--- src/rtl/fetch_sequencer.sv ---
// Instruction fetch sequencer: fetches words over req/ack, resolves two-word jumps via the decision unit, issues the rest.
// Optional redirect counter enabled by defining FETCH_SEQ_REDIRECT_COUNT_EN.
module fetch_sequencer #(
  parameter int                   WORD_SIZE    = 16,
  parameter logic [WORD_SIZE-1:0] RESET_VECTOR = '0
) (
  input  logic                 clk,
  input  logic                 rst_n,
  output logic                 mem_req,
  output logic [WORD_SIZE-1:0] mem_addr,
  input  logic                 mem_ack,
  input  logic [WORD_SIZE-1:0] mem_rdata,
  output logic [WORD_SIZE-1:0] program_counter_address,
  output logic [WORD_SIZE-1:0] instruction,
  output logic [WORD_SIZE-1:0] peek_jump_address,
  input  logic [WORD_SIZE-1:0] new_address,
  input  logic                 alu_busy,
  output logic                 issue_valid,
  input  logic                 issue_ready,
  output logic [15:0]          redirect_count
);

  typedef enum logic [1:0] {FETCH, PEEK, RESOLVE, ISSUE} state_t;

  localparam logic [WORD_SIZE-1:0] PC_STEP = WORD_SIZE'(1);

  state_t               state, state_next;
  logic [WORD_SIZE-1:0] pc;
  logic [7:0]           opcode;
  logic                 is_jump;
  logic                 resolve_done;

  assign opcode       = mem_rdata[WORD_SIZE-1 -: 8];
  assign is_jump      = (opcode >= 8'h14) && (opcode <= 8'h24);
  assign resolve_done = (state == RESOLVE) && !alu_busy;

  assign mem_addr                = pc;
  assign program_counter_address = pc;

  always_ff @(posedge clk or negedge rst_n) begin
    if (!rst_n) state <= FETCH;
    else        state <= state_next;
  end

  // mem_req is gated by rst_n so an abandoned request drops the moment reset asserts.
  always_comb begin
    state_next  = state;
    mem_req     = 1'b0;
    issue_valid = 1'b0;
    case (state)
      FETCH: begin
        mem_req = rst_n;
        if (mem_ack) state_next = is_jump ? PEEK : ISSUE;
      end
      PEEK: begin
        mem_req = rst_n;
        if (mem_ack) state_next = RESOLVE;
      end
      RESOLVE: begin
        if (!alu_busy) state_next = FETCH;
      end
      ISSUE: begin
        issue_valid = 1'b1;
        if (issue_ready) state_next = FETCH;
      end
      default: state_next = FETCH;
    endcase
  end

  always_ff @(posedge clk or negedge rst_n) begin
    if (!rst_n) begin
      pc                <= RESET_VECTOR;
      instruction       <= '0;
      peek_jump_address <= '0;
    end else begin
      case (state)
        FETCH: begin
          if (mem_ack) begin
            instruction <= mem_rdata;
            pc          <= pc + PC_STEP;
          end
        end
        PEEK: begin
          if (mem_ack) begin
            peek_jump_address <= mem_rdata;
            pc                <= pc + PC_STEP;
          end
        end
        RESOLVE: begin
          if (!alu_busy) pc <= new_address;
        end
        default: ;
      endcase
    end
  end

`ifdef FETCH_SEQ_REDIRECT_COUNT_EN
  logic [15:0] redirect_q;

  // A redirect is any resolved jump whose target is not the fall-through PC.
  always_ff @(posedge clk or negedge rst_n) begin
    if (!rst_n) begin
      redirect_q <= '0;
    end else if (resolve_done && (new_address != pc)) begin
      redirect_q <= redirect_q + 16'd1;
    end
  end

  assign redirect_count = redirect_q;
`else
  assign redirect_count = '0;
`endif

endmodule

--- config.mk ---
export PLATFORM = sky130hd
export DESIGN_NAME = fetch_sequencer
export DESIGN_NICKNAME = d
export VERILOG_FILES = /design/src/rtl/fetch_sequencer.sv
export SDC_FILE = /design/constraint.sdc
export NUM_CORES = 1
export LEC_CHECK = 0
export BUFFER_PORTS_ARGS = -buffer_cell sky130_fd_sc_hd__buf_2
export CORE_MARGIN = 1.5
export CORE_UTILIZATION = 30
export CTS_CLUSTER_SIZE = 14
export DETAILED_ROUTE_END_ITERATION = 8
export HOLD_SLACK_MARGIN = 0.06
export PLACE_DENSITY = 0.54
export SYNTH_ARGS = -nofsm -noshare
export SYNTH_HDL_FRONTEND = slang
export SYNTH_SLANG_ARGS = --single-unit
--- constraint.sdc ---
create_clock -name clk -period 2.22 [get_ports clk]
set_input_delay 0.111 -clock clk [delete_from_list [all_inputs] [get_ports clk]]
set_output_delay 0.111 -clock clk [all_outputs]
set_load 0.03 [all_outputs]
==> metrics.md <==
| Metric | Value |
|---|---|
| Post-synthesis sequential area ratio | 46.6% |
| Final hold vios | 0 |
| Worst path arrival time | 2.10 ns |
| Slew headroom | 56.9% |
| TritonCTS sink count | 50 |
| WL/cell | 14.8 µm |
| Fillers | 898 |
| Reg-to-Reg End | mem_addr[11] |
| Max Fclk | 537 MHz |
| Yosys Warn Count | 0 |
| Die Height | 97.6 µm |
| Port bufs | 102 |
| Crit path largest cell delay | 0.53 ns |
| CTS tree | done |
| Reg-to-Reg Start | state[1] |
| Area Growth Syn to Fin | 25.6% |
| Overflow after GRT | 0 |
| NumNets Final | 393 |
| Final hold slack | 0.0775 ns |
| CP Capture Type | register |
| Root Driver | clkbuf_8 |
| Largest net degree at the start of global routing | 51 |
| Setup tns final | 0 ns |
| Die area | 9520 µm² |
| CP cell instances | nand2b_1 > or3_1 > or4_1 > nand3_1 |
| Share of cells above drive strength 1 | 43.3% |
| Tcrit/Tclk final | 83.9% |
| Worst setup path class | register to register |
| Drt total wl | 6.88 mm |
| Unrepaired setup endpoints after global routing | no |
| Row count | 34 |
| Worst Hold Endpoint | instruction[14] |
| Syn_area_per_cell | 10.6 µm² |
| Number of DRC markers in iteration 0 | 73 |
| Max Slew Vio Count | 0 |
| GRT Util Overall | 14.6% |
| Final setup fails | 0 |
| R2R cell count | 4 |
| Via count | 2244 |
| Footprint of the multi-input gates | 1170 µm² |
| Crit start category | register |
| H-tree depth | 2 |
| FFs w/ async S/R, synth | 100% |
| Most common cell after layout, fill and taps aside | buf_2 |
| Vias in the first global route | 2138 |
| Via-to-Cell Ratio | 4.84 |
| Initial antenna violation count | 0 |
| Leakage power | 1.54 nW |
| Max Cap Viol | 0 |
| CTS Buf Count | 5 |
| Starting Density | 30.9% |
| #FFs+latches synth | 50 |
| Clk_lat worst skew | 0.30 ns |
| Synth Flop Type | dfrtp_1 |
| Register area | 1250 µm² |
| DRC | 0 |
| Hold path start | mem_rdata[14] |
| Post_cts resized | 0 |
| Antenna Cells | 0 |
| Cell family with most CP delay | simple AND/OR/NAND/NOR gates |
| Crit path buffers/inverters | 0 |
| Post-DP HPWL | 5.00 mm |
| Die X | 97.6 µm |
| Worst hold path type | input port to register |
| Mapped Cells | 254 |
| Critical Path RT | 2.46 ns |
| Hold Path Stages | 2 |
| IO Count | 119 |
| Most frequent cells in the layout | buf_2 (102), dfrtp_1 (50), mux2_2 (32) |
| Period minus WS final | 1.86 ns |
| Max Fanout on Critical Path | 15 |
| Synth Cell Area | 2680 µm² |
| Worst slew pin tran | 0.646 ns |
| DRT antenna net count | 0 |
| R2R Setup Slk | 0.36 ns |
| Global-route wire length before repair | 11.2 mm |
| Clk_skew | 0.00833 ns |
| Count of flip-flops with a built-in enable after synthesis | 0 |
| RD Place Congestion | 0.824 |
| Cell area power density | 1650 nW/µm² |
| VDD IR max | 0.000786 V |
| DRT Pass-1 Iters | 4 |
| Clock transition at path regs | 0.09 ns |
| Clock buffer depth | 2 |
| Synth cell types | 49 |
| Core area | 8680 µm² |
| Slowest CP cell | dfrtp_1 |
| Outcome | complete, no violations |
flip-flops by register name, indices dropped and copies added, names as in the netlist:
name and count:
state 2, mem_addr 16, instruction 16, peek_jump_address 16
synthesized netlist by cell type (2+ instances only):
library cell	number	area share [%]
a311oi_1	2	0.65
or3_1	2	0.47
o32ai_1	2	0.65
nor2_1	10	1.4
nor3_1	3	0.56
clkbuf_1	5	0.70
nand2_1	20	2.8
a21oi_1	13	2.4
buf_4	34	9.5
mux2_2	32	13
nor2_2	2	0.47
nand4_1	4	0.93
nor2b_1	7	1.6
nand2b_1	2	0.47
o221ai_1	3	0.98
o21ai_0	8	1.5
nor4_1	2	0.47
o31ai_1	3	0.84
or4_1	3	0.84
o211ai_1	2	0.56
and2_1	2	0.47
nand3_1	9	1.7
buf_2	4	0.75
dfrtp_1	50	47
a222oi_1	2	0.75
and3_1	2	0.47
inv_1	4	0.56
logic make-up (layout without fill, tap and decap cells):
logic type / after synthesis / count (layout) / synth area share (%)
xor+xnor: 1 / 1 / 0.327
fa+ha+maj: 1 / 1 / 0.466
buf+inv: 48 / 135 / 11.7
flops: 50 / 50 / 46.6
mux: 33 / 33 / 13.8
compound gates: 47 / 47 / 12.2
simple gates: 73 / 73 / 14.7
other cells: 1 / 16 / 0.140
report_power, final:
part           switching (mW)  internal (mW)
registers               0.435           1.36
logic                    2.11           1.10
clock network           0.314          0.229
metal layers:
metal / vias up / track usage [%] / wire length, µm
li1: 1076 / - / -
met2: 101 / 23.2 / 3170
met1: 1061 / 20.2 / 3190
met3: 6 / 3.67 / 476
met5: - / 0 / 0
met4: 0 / 2.53 / 43
worst max-delay path by stage:
| stage | cells after the start | start | slack, ns | endpoint |
|---|---|---|---|---|
| floorplan | 5 | mem_addr[0] | 0.34 | mem_addr[14] |
| global placement | 4 | state[1] | 0.45 | mem_addr[11] |
| detailed placement | 4 | state[1] | 0.38 | mem_addr[11] |
| CTS | 4 | state[1] | 0.35 | mem_addr[11] |
| global route | 4 | state[1] | 0.23 | mem_addr[11] |
| finish | 4 | state[1] | 0.36 | mem_addr[11] |
layout make-up:
type | count | area share [%]
sequential | 50 | 37.1
multi-input combinational | 171 | 34.8
clock buffer | 6 | 2.15
tap | 108 | 4.01
timing repair buffer | 123 | 20.9
clock inverter | 2 | 0.520
inverter | 4 | 0.446
per-stage QoR:
| stage | power (mW) | std cells | setup slack [ns] | util [%] | cell area (µm²) |
|---|---|---|---|---|---|
| after CTS | 5.62 | 464 | 0.354 | 38.8 | 3370 |
| after detailed placement | 5.02 | 442 | 0.381 | 36.2 | 3140 |
| after global placement | 5.00 | 442 | 0.450 | 36.2 | 3140 |
| final | 5.54 | 464 | 0.357 | 38.8 | 3370 |
| after floorplan | 4.26 | 269 | 0.343 | - | 2740 |
| after global routing | 5.93 | 464 | 0.233 | 38.8 | 3370 |
what timing repair did:
| action | CTS | global route |
|---|---|---|
| hold endpoints to repair | 72 | 0 |
| buffers inserted | 0 | 0 |
| hold buffers | 14 | 0 |
No activity file was read; power rests on OpenSTA's default activity.
